### config.mk
export PLATFORM = sky130hd
export DESIGN_NAME = cc_flag_stack
export DESIGN_NICKNAME = d
export VERILOG_FILES = /design/src/rtl/cc_pkg.sv /design/src/rtl/cc_flag_stack_save.sv /design/src/rtl/cc_flag_stack.sv
export SDC_FILE = /design/constraint.sdc
export NUM_CORES = 1
export LEC_CHECK = 0
export ABC_AREA = 1
export BUFFER_PORTS_ARGS = -buffer_cell sky130_fd_sc_hd__buf_4
export CAP_MARGIN = 20
export CORE_MARGIN = 2
export CORE_UTILIZATION = 47
export DETAILED_ROUTE_END_ITERATION = 8
export PLACE_DENSITY = 0.89
export SLEW_MARGIN = 5
export SYNTH_ARGS = -nofsm -noshare
export SYNTH_HDL_FRONTEND = slang
export SYNTH_SLANG_ARGS = --single-unit
### constraint.sdc
create_clock -name ck -period 3.8 [get_ports ck]
set_input_delay 0.76 -clock ck [delete_from_list [all_inputs] [get_ports ck]]
set_output_delay 0.76 -clock ck [all_outputs]
set_load 0.1 [all_outputs]
### src/rtl/cc_pkg.sv
// Shared encodings for the condition-code flag stack: instruction kinds, ALU op class, flag bit layout.
// Macro CC_NV_EN widens the flag word from {Z,C} to {V,N,Z,C}.
package cc_pkg;

  localparam logic [3:0] KIND_RR   = 4'b0000;
  localparam logic [3:0] KIND_RI   = 4'b0001;
  localparam logic [3:0] KIND_SH   = 4'b0010;
  localparam logic [3:0] KIND_RETI = 4'b1000;

  typedef enum logic [1:0] {OP_ADD, OP_SUB, OP_LOGIC} op_cls_e;

  function automatic op_cls_e fn3_class(input logic [2:0] fn3);
    op_cls_e cls;
    case (fn3)
      3'b000, 3'b001: cls = OP_ADD;
      3'b010, 3'b011: cls = OP_SUB;
      default:        cls = OP_LOGIC;
    endcase
    return cls;
  endfunction

  localparam int FLAG_C = 0;
  localparam int FLAG_Z = 1;
`ifdef CC_NV_EN
  localparam int FLAG_N = 2;
  localparam int FLAG_V = 3;
  localparam int NFLAGS = 4;
`else
  localparam int NFLAGS = 2;
`endif

endpackage

### src/rtl/cc_flag_stack_save.sv
// LIFO of saved flag words for nested interrupts; push+pop together leaves the stack untouched.
module cc_save_stack #(
  parameter int DEPTH  = 4,
  parameter int NFLAGS = 2,
  parameter int SP_W   = $clog2(DEPTH + 1)
) (
  input  logic              ck,
  input  logic              res,
  input  logic              en_i,
  input  logic              push_i,
  input  logic              pop_i,
  input  logic [NFLAGS-1:0] push_data_i,
  output logic [NFLAGS-1:0] top_o,
  output logic [SP_W-1:0]   sp_o,
  output logic              full_o,
  output logic              empty_o,
  output logic              err_o
);

  localparam int AW = (DEPTH > 1) ? $clog2(DEPTH) : 1;

  logic [NFLAGS-1:0] mem_q [DEPTH];
  logic [SP_W-1:0]   sp_q, sp_d, top_idx;
  logic              err_q, err_d, wr_en;

  assign full_o  = (sp_q == SP_W'(DEPTH));
  assign empty_o = (sp_q == '0);
  assign top_idx = sp_q - 1'b1;
  assign top_o   = empty_o ? '0 : mem_q[AW'(top_idx)];
  assign sp_o    = sp_q;
  assign err_o   = err_q;

  always_comb begin
    sp_d  = sp_q;
    err_d = err_q;
    wr_en = 1'b0;
    if (en_i) begin
      if (pop_i) begin
        if (empty_o)      err_d = 1'b1;
        else if (!push_i) sp_d  = sp_q - 1'b1;
      end else if (push_i) begin
        if (full_o) begin
          err_d = 1'b1;
        end else begin
          wr_en = 1'b1;
          sp_d  = sp_q + 1'b1;
        end
      end
    end
  end

  always_ff @(posedge ck or negedge res) begin
    if (!res) begin
      sp_q  <= '0;
      err_q <= 1'b0;
      for (int i = 0; i < DEPTH; i++) mem_q[i] <= '0;
    end else begin
      sp_q  <= sp_d;
      err_q <= err_d;
      if (wr_en) mem_q[AW'(sp_q)] <= push_data_i;
    end
  end

endmodule

### src/rtl/cc_flag_stack.sv
// Condition-code register with built-in interrupt save stack.
// CC_NV_EN: adds N/V flags and makes C the unsigned carry; otherwise C carries signed overflow for add/sub.
module cc_flag_stack
  import cc_pkg::*;
#(
  parameter  int WIDTH = 8,
  parameter  int RA_W  = 3,
  parameter  int DEPTH = 4,
  localparam int SP_W  = $clog2(DEPTH + 1)
) (
  input  logic             ck,
  input  logic             res,
  input  logic             ck2,
  input  logic [3:0]       kind,
  input  logic [2:0]       fn3,
  input  logic             int_ack,
  input  logic             store_ex,
  input  logic [RA_W-1:0]  Waddr,
  input  logic [WIDTH-1:0] Wdata,
  input  logic [WIDTH-1:0] rd1,
  input  logic [WIDTH-1:0] rd2,
  input  logic [WIDTH-1:0] _const,
  output logic             cc_c,
  output logic             cc_z,
  output logic             cc_n,
  output logic             cc_v,
  output logic [SP_W-1:0]  sp,
  output logic             stk_full,
  output logic             stk_empty,
  output logic             stk_err
);

  op_cls_e           op;
  logic [WIDTH-1:0]  opb;
  logic              is_alu, is_sh, is_reti, en;
  logic              sa, sb, sw, ovf, carry, zero;
  logic [NFLAGS-1:0] flags_q, flags_d, calc_flags, top_flags;
  logic              unused_bits;

  assign op      = fn3_class(fn3);
  assign en      = ~ck2;
  assign is_alu  = (kind == KIND_RR) || (kind == KIND_RI);
  assign is_sh   = (kind == KIND_SH);
  assign is_reti = (kind == KIND_RETI);
  assign opb     = (kind == KIND_RI) ? _const : rd2;

  assign sa   = rd1[WIDTH-1];
  assign sb   = opb[WIDTH-1];
  assign sw   = Wdata[WIDTH-1];
  assign ovf  = is_alu && (((op == OP_ADD) && (sa == sb) && (sw != sa)) ||
                           ((op == OP_SUB) && (sa != sb) && (sw != sa)));
  assign zero = (Wdata == '0) || (Waddr == '0);
  assign unused_bits = ^{rd1[WIDTH-2:0], opb[WIDTH-2:0]};

  always_comb begin
    carry = 1'b0;
    if (is_sh)                         carry = store_ex;
`ifdef CC_NV_EN
    else if (is_alu && op != OP_LOGIC) carry = store_ex;
`else
    else if (is_alu && op != OP_LOGIC) carry = ovf;
`endif
  end

  always_comb begin
    calc_flags = flags_q;
    if (is_alu || is_sh) begin
      calc_flags[FLAG_C] = carry;
      calc_flags[FLAG_Z] = zero;
`ifdef CC_NV_EN
      calc_flags[FLAG_N] = sw;
      calc_flags[FLAG_V] = ovf;
`endif
    end
  end

  // A RETI restores from the stack top; with int_ack as well, the stack keeps that entry.
  always_comb begin
    flags_d = flags_q;
    if (en) begin
      if (is_reti) begin
        if (!stk_empty) flags_d = top_flags;
      end else begin
        flags_d = calc_flags;
      end
    end
  end

  always_ff @(posedge ck or negedge res) begin
    if (!res) flags_q <= '0;
    else      flags_q <= flags_d;
  end

  cc_save_stack #(
    .DEPTH (DEPTH),
    .NFLAGS(NFLAGS),
    .SP_W  (SP_W)
  ) u_stack (
    .ck         (ck),
    .res        (res),
    .en_i       (en),
    .push_i     (int_ack),
    .pop_i      (is_reti),
    .push_data_i(calc_flags),
    .top_o      (top_flags),
    .sp_o       (sp),
    .full_o     (stk_full),
    .empty_o    (stk_empty),
    .err_o      (stk_err)
  );

  assign cc_c = flags_q[FLAG_C];
  assign cc_z = flags_q[FLAG_Z];
`ifdef CC_NV_EN
  assign cc_n = flags_q[FLAG_N];
  assign cc_v = flags_q[FLAG_V];
`else
  assign cc_n = 1'b0;
  assign cc_v = 1'b0;
`endif

endmodule

## Word-level counts from Yosys, hierarchy flattened

Cells that the tools add are included.

| storage, ports and cells | value |
|---|---|
| output and inout port bits | 10 |
| flip-flop bits (word level) | 14 |
| logic and storage cells | 81 |
| input port bits | 47 |

| cells by class | value |
|---|---|
| bitwise operators | 3 |
| equal/unequal tests | 16 |
| mux-type cells | 26 |
| $lt $le $gt $ge | 3 |
| add/subtract/negate cells | 2 |
| reduce and logical (&&, ||, !) cells | 24 |

Operators by type and width:

| kind | number |
|---|---|
| 2-to-1 mux 3 bit | 5 |
| 2-to-1 mux 2 bit | 6 |
| 2-to-1 mux 1 bit | 10 |
| logical NOT 3 bit | 3 |
| bitwise mux 8 bit | 1 |
| logical NOT 8 bit | 1 |
| 2-to-1 mux 8 bit | 1 |
| inequality test 2 bit (second input constant) | 4 |
| logical AND 1 bit | 7 |
| equality test 3 x 2 -> 1 bit (second input constant) | 2 |
| greater-or-equal comparator 3 bit (second input constant) | 2 |
| NOT 2 -> 3 bit | 2 |
| AND reduction 5 bit | 1 |
| binary-select mux 2 bit (select 2 bit) | 1 |
| demux 2 bit (select 2 bit) | 1 |
| equality test 4 x 1 -> 1 bit (second input constant) | 1 |
| equality test 4 x 2 -> 1 bit (second input constant) | 1 |
| equality test 4 bit (second input constant) | 1 |
| logical NOT 4 bit | 1 |
| logical OR 1 bit | 4 |
| one-hot mux 2 bit (2 select lines) | 1 |
| AND reduction 4 bit | 1 |
| nonzero test 2 bit | 2 |
| OR reduction 2 bit | 2 |
| other kinds (12) | 13 |

## Depth between registers and ports, before layout

| logic depth | value |
|---|---|
| depth after elaboration | 12 |
| mapped depth | 9 |
| depth with buffers taken out | 9 |

## Cells and area by module

Synthesis repeated with hierarchy kept, for this count alone.

| second synthesis, totals | value |
|---|---|
| cell total of the unflattened synthesis | 164 |
| area, all modules | 1119.8 µm² |

By module, submodules not included:

| module | area an instance (µm²) | cells an instance | seq. area each (µm²) | times used |
|---|---|---|---|---|
| cc_save_stack | 783.3 | 104 | 300.3 | 1 |
| cc_flag_stack | 336.6 | 60 | 50.0 | 1 |

## Worst setup path after synthesis

Ideal clock, no wire load.

| timing path | value |
|---|---|
| kind | register to output |
| start | register u_stack.sp_q[0], in the netlist u_stack.sp_o[0] |
| end | output port stk_empty |
| setup slack | 0.360 ns |
| stages on the path, launching flop included | 5 |
| buffers on the path | 0 |
| data required time | 3.040 ns |
| arrival | 2.680 ns |
| cells stage by stage | dfrtp_1 > inv_1 > ha_1 > inv_1 > nor2_1 |

| between the ends | value |
|---|---|
| longest elaborated chain between the ends | 1 |

Ends and longest elaborated chain:

| item | line | RTL |
|---|---|---|
| start, declared | cc_flag_stack_save.sv:23 | `logic [SP_W-1:0] sp_q, sp_d, top_idx;` |
| start signal, assigned | cc_flag_stack_save.sv:58 | `sp_q <= sp_d;` |
| logical NOT 3 bit | cc_flag_stack_save.sv:27 | `assign empty_o = (sp_q == '0);` |
| end, declared | cc_flag_stack.sv:29 | `output logic stk_empty,` |

Every way passes these cells.

## Worst setup path in the final report

Ends and elaborated chain as after synthesis.

==> impl_metrics.yaml <==
run_status:
  outcome: "completed"
worst_setup_path:
  cp_slowest_stage_delay_ns: 0.47
  crit_buf_inv: 3
  worstSetupPathType: "reg2out"
  worstPathRequired_ns: 3.04
  worst-endpoint-arrival_ns: 1.73
  critPathMaxFanout: 9
  crit_path_end_kind: "primary output"
  critPathLaunchType: "register"
  crit_family: "buffers and inverters"
  critPathSlowestCell: "dfrtp_1"
  crit_chain: "inv_1, ha_1, inv_1, nor2_1, buf_4"
  crit_top_cell: "inv_1"
synthesis:
  yosys_register_bits: 14
  yosysUniqueCellTypes: 27
  avgSynthCellArea_sq_um: 7.08
  synth_top_area_share_pct: 33.2
  synth.area.top_cells: "dfrtp_1 (33%), nand2_1 (14%), nor2_1 (7.8%)"
  synth_top_cell_by_area: "dfrtp_1"
  syn_inst: 149
  yosysWarnings: 0
  syn-cell-area_sq_um: 1050
  yosysSeqAreaShare_pct: 33.2
global_route:
  grt_max_degree: 15
  grt_pass1_vias: 1068
  antenna_found_initial: 0
  grtUsageTotal_pct: 21.3
  grt_pass1_wl_mm: 4.26
  overflow: 0
sta:
  setup_violations: 0
  whs_ns: 0.307
  fin_crit_ns: 2.49
  slew_violations: 0
  post-route-period-util_pct: 65.4
  rsz0062_at_grt: "no"
  hold_violations: 0
  max_freq_mhz: 402
  tns_ns: 0
  clock_skew_ns: 0.0138
clock_tree:
  cts_resized: 0
  clockBufferDepth: 2
  clock_sinks: 14
  root_buffer: "clkbuf_4"
  clk_pin_slew_ns: 0.09
  htreeDepth: 1
  cts_tree: "done"
  cts_buffers: 3
  ctsHoldBuffers: 0
  cts_setup_buffers: 0
  clk_latency_ns: 0.28
floorplan:
  fp.dieH_um: 51.4
  die_area_sq_um: 2640
  ios: 57
  initial_core_util_pct: 48.6
  core_sq_um: 2170
  die_x_um: 51.4
  rows: 17
layout:
  final_cell_mix: "nand2_1 (39), buf_4 (32), nor2_1 (22)"
  drive_above_1_share_pct: 24.0
  area_delta_synth_final_pct: 27.2
  diodes: 0
  layout_commonest_cell: "nand2_1"
  fin_nets: 237
drt:
  vias_per_cell: 4.91
  drt_iter0_drc: 19
  wire_per_inst_um: 11.6
  num_vias: 1036
  drtAntennaViolNets: 0
  wl_mm: 2.45
  first_pass_iters: 5
  route.detailed.drc: 0
flow_run:
  max_cap_viol_count: 0
pwr:
  ir_drop_uv: 688
  power_density_nw_per_um2: 735
  power.leakage_nw: 0.718
worst_hold_path:
  hp-class: "in2async"
placement:
  gp_congestion: 0.832
  dp_hpwl_mm: 2.02
  port_buffers: 32
==> power breakdown <==
group	total, mW	switching, mW	internal [mW]	leakage, nW
clock network	0.0824	0.0457	0.0368	0.0138
logic	0.637	0.464	0.173	0.532
registers	0.266	0.0532	0.213	0.172
total	0.986	0.563	0.422	0.718
==> path summary, 6_finish.rpt <==
| path | startpoint | to | slack [ns] | cells after the start |
|---|---|---|---|---|
| worst max-delay path | u_stack.sp_o[0] | stk_empty | 1.31 | 5 |
| worst min register to register | u_stack.err_o | u_stack.err_o | 0.48 | 1 |
| min in group ck | u_stack.err_o | u_stack.err_o | 0.48 | 1 |
| worst max register to register | u_stack.sp_o[0] | flags_q[0] | 2.09 | 9 |
| worst min-delay path | res | u_stack.err_o | 0.31 | 1 |
| max in group asynchronous | res | u_stack.mem_q[1] | 3.31 | 1 |
==> stage by stage <==
| stage | utilization, % | setup WS, ns | instance area (sq um) | power (mW) | std cells |
|---|---|---|---|---|---|
| after floorplan | - | 0.360 | 1060 | 0.750 | 150 |
| after global placement | 60.8 | 1.65 | 1320 | 0.876 | 208 |
| after detailed placement | 60.8 | 1.63 | 1320 | 0.904 | 208 |
| after CTS | 61.8 | 1.33 | 1340 | 0.989 | 211 |
| after global routing | 61.8 | 1.19 | 1340 | 1.06 | 211 |
| final | 61.8 | 1.31 | 1340 | 0.986 | 211 |
==> layer usage <==
layer	up-vias	global-route usage, %	part of all wire, %
met5	-	0	0
met4	0	5.70	0.77
met3	4	4.68	2.7
met2	11	39.5	55
met1	485	24.3	41
li1	536	-	-
==> cells in the mapped netlist <==
library cell	instances
xor2_1	3
conb_1	1
a21o_1	1
dfrtp_1	14
buf_4	2
nor2_1	22
inv_4	1
nor3_1	1
nand2_1	39
inv_1	20
nand4_1	2
o21ai_0	9
nand3_1	10
nor2_2	1
o22ai_1	1
a21oi_1	4
nand4_4	1
ha_1	5
o21ai_4	1
nand2_2	1
nor2_4	1
a21oi_2	1
o21a_1	1
o21ai_1	3
xnor2_1	2
nand4_2	1
nand3_4	1
==> logic make-up (layout without fill, tap and decap cells) <==
group	Yosys count	in the layout	synth area share [%]
AND/OR/NAND/NOR	80	80	35.2
AO/OA/AOI/OAI	21	21	12.0
XOR/XNOR	5	5	4.15
flip-flops	14	14	33.2
adder cells (fa/ha/maj)	5	5	5.93
other	1	2	0.356
buffers and inverters	23	56	9.13
==> state kept, by name, summed over array words and instances (netlist names) <==
name	cells
flags_q	2
u_stack.err_o	1
u_stack.mem_q	8
u_stack.sp_o	3
==> area by class of cell <==
cell class	instances	area, sq um
flip-flops and latches	14	350
fillers	182	828
well taps	28	35.0
inverters	21	81.3
clock buffers	3	22.5
repair buffers	32	240
multi-input cells	113	612
(Power assumes the default switching activity.)
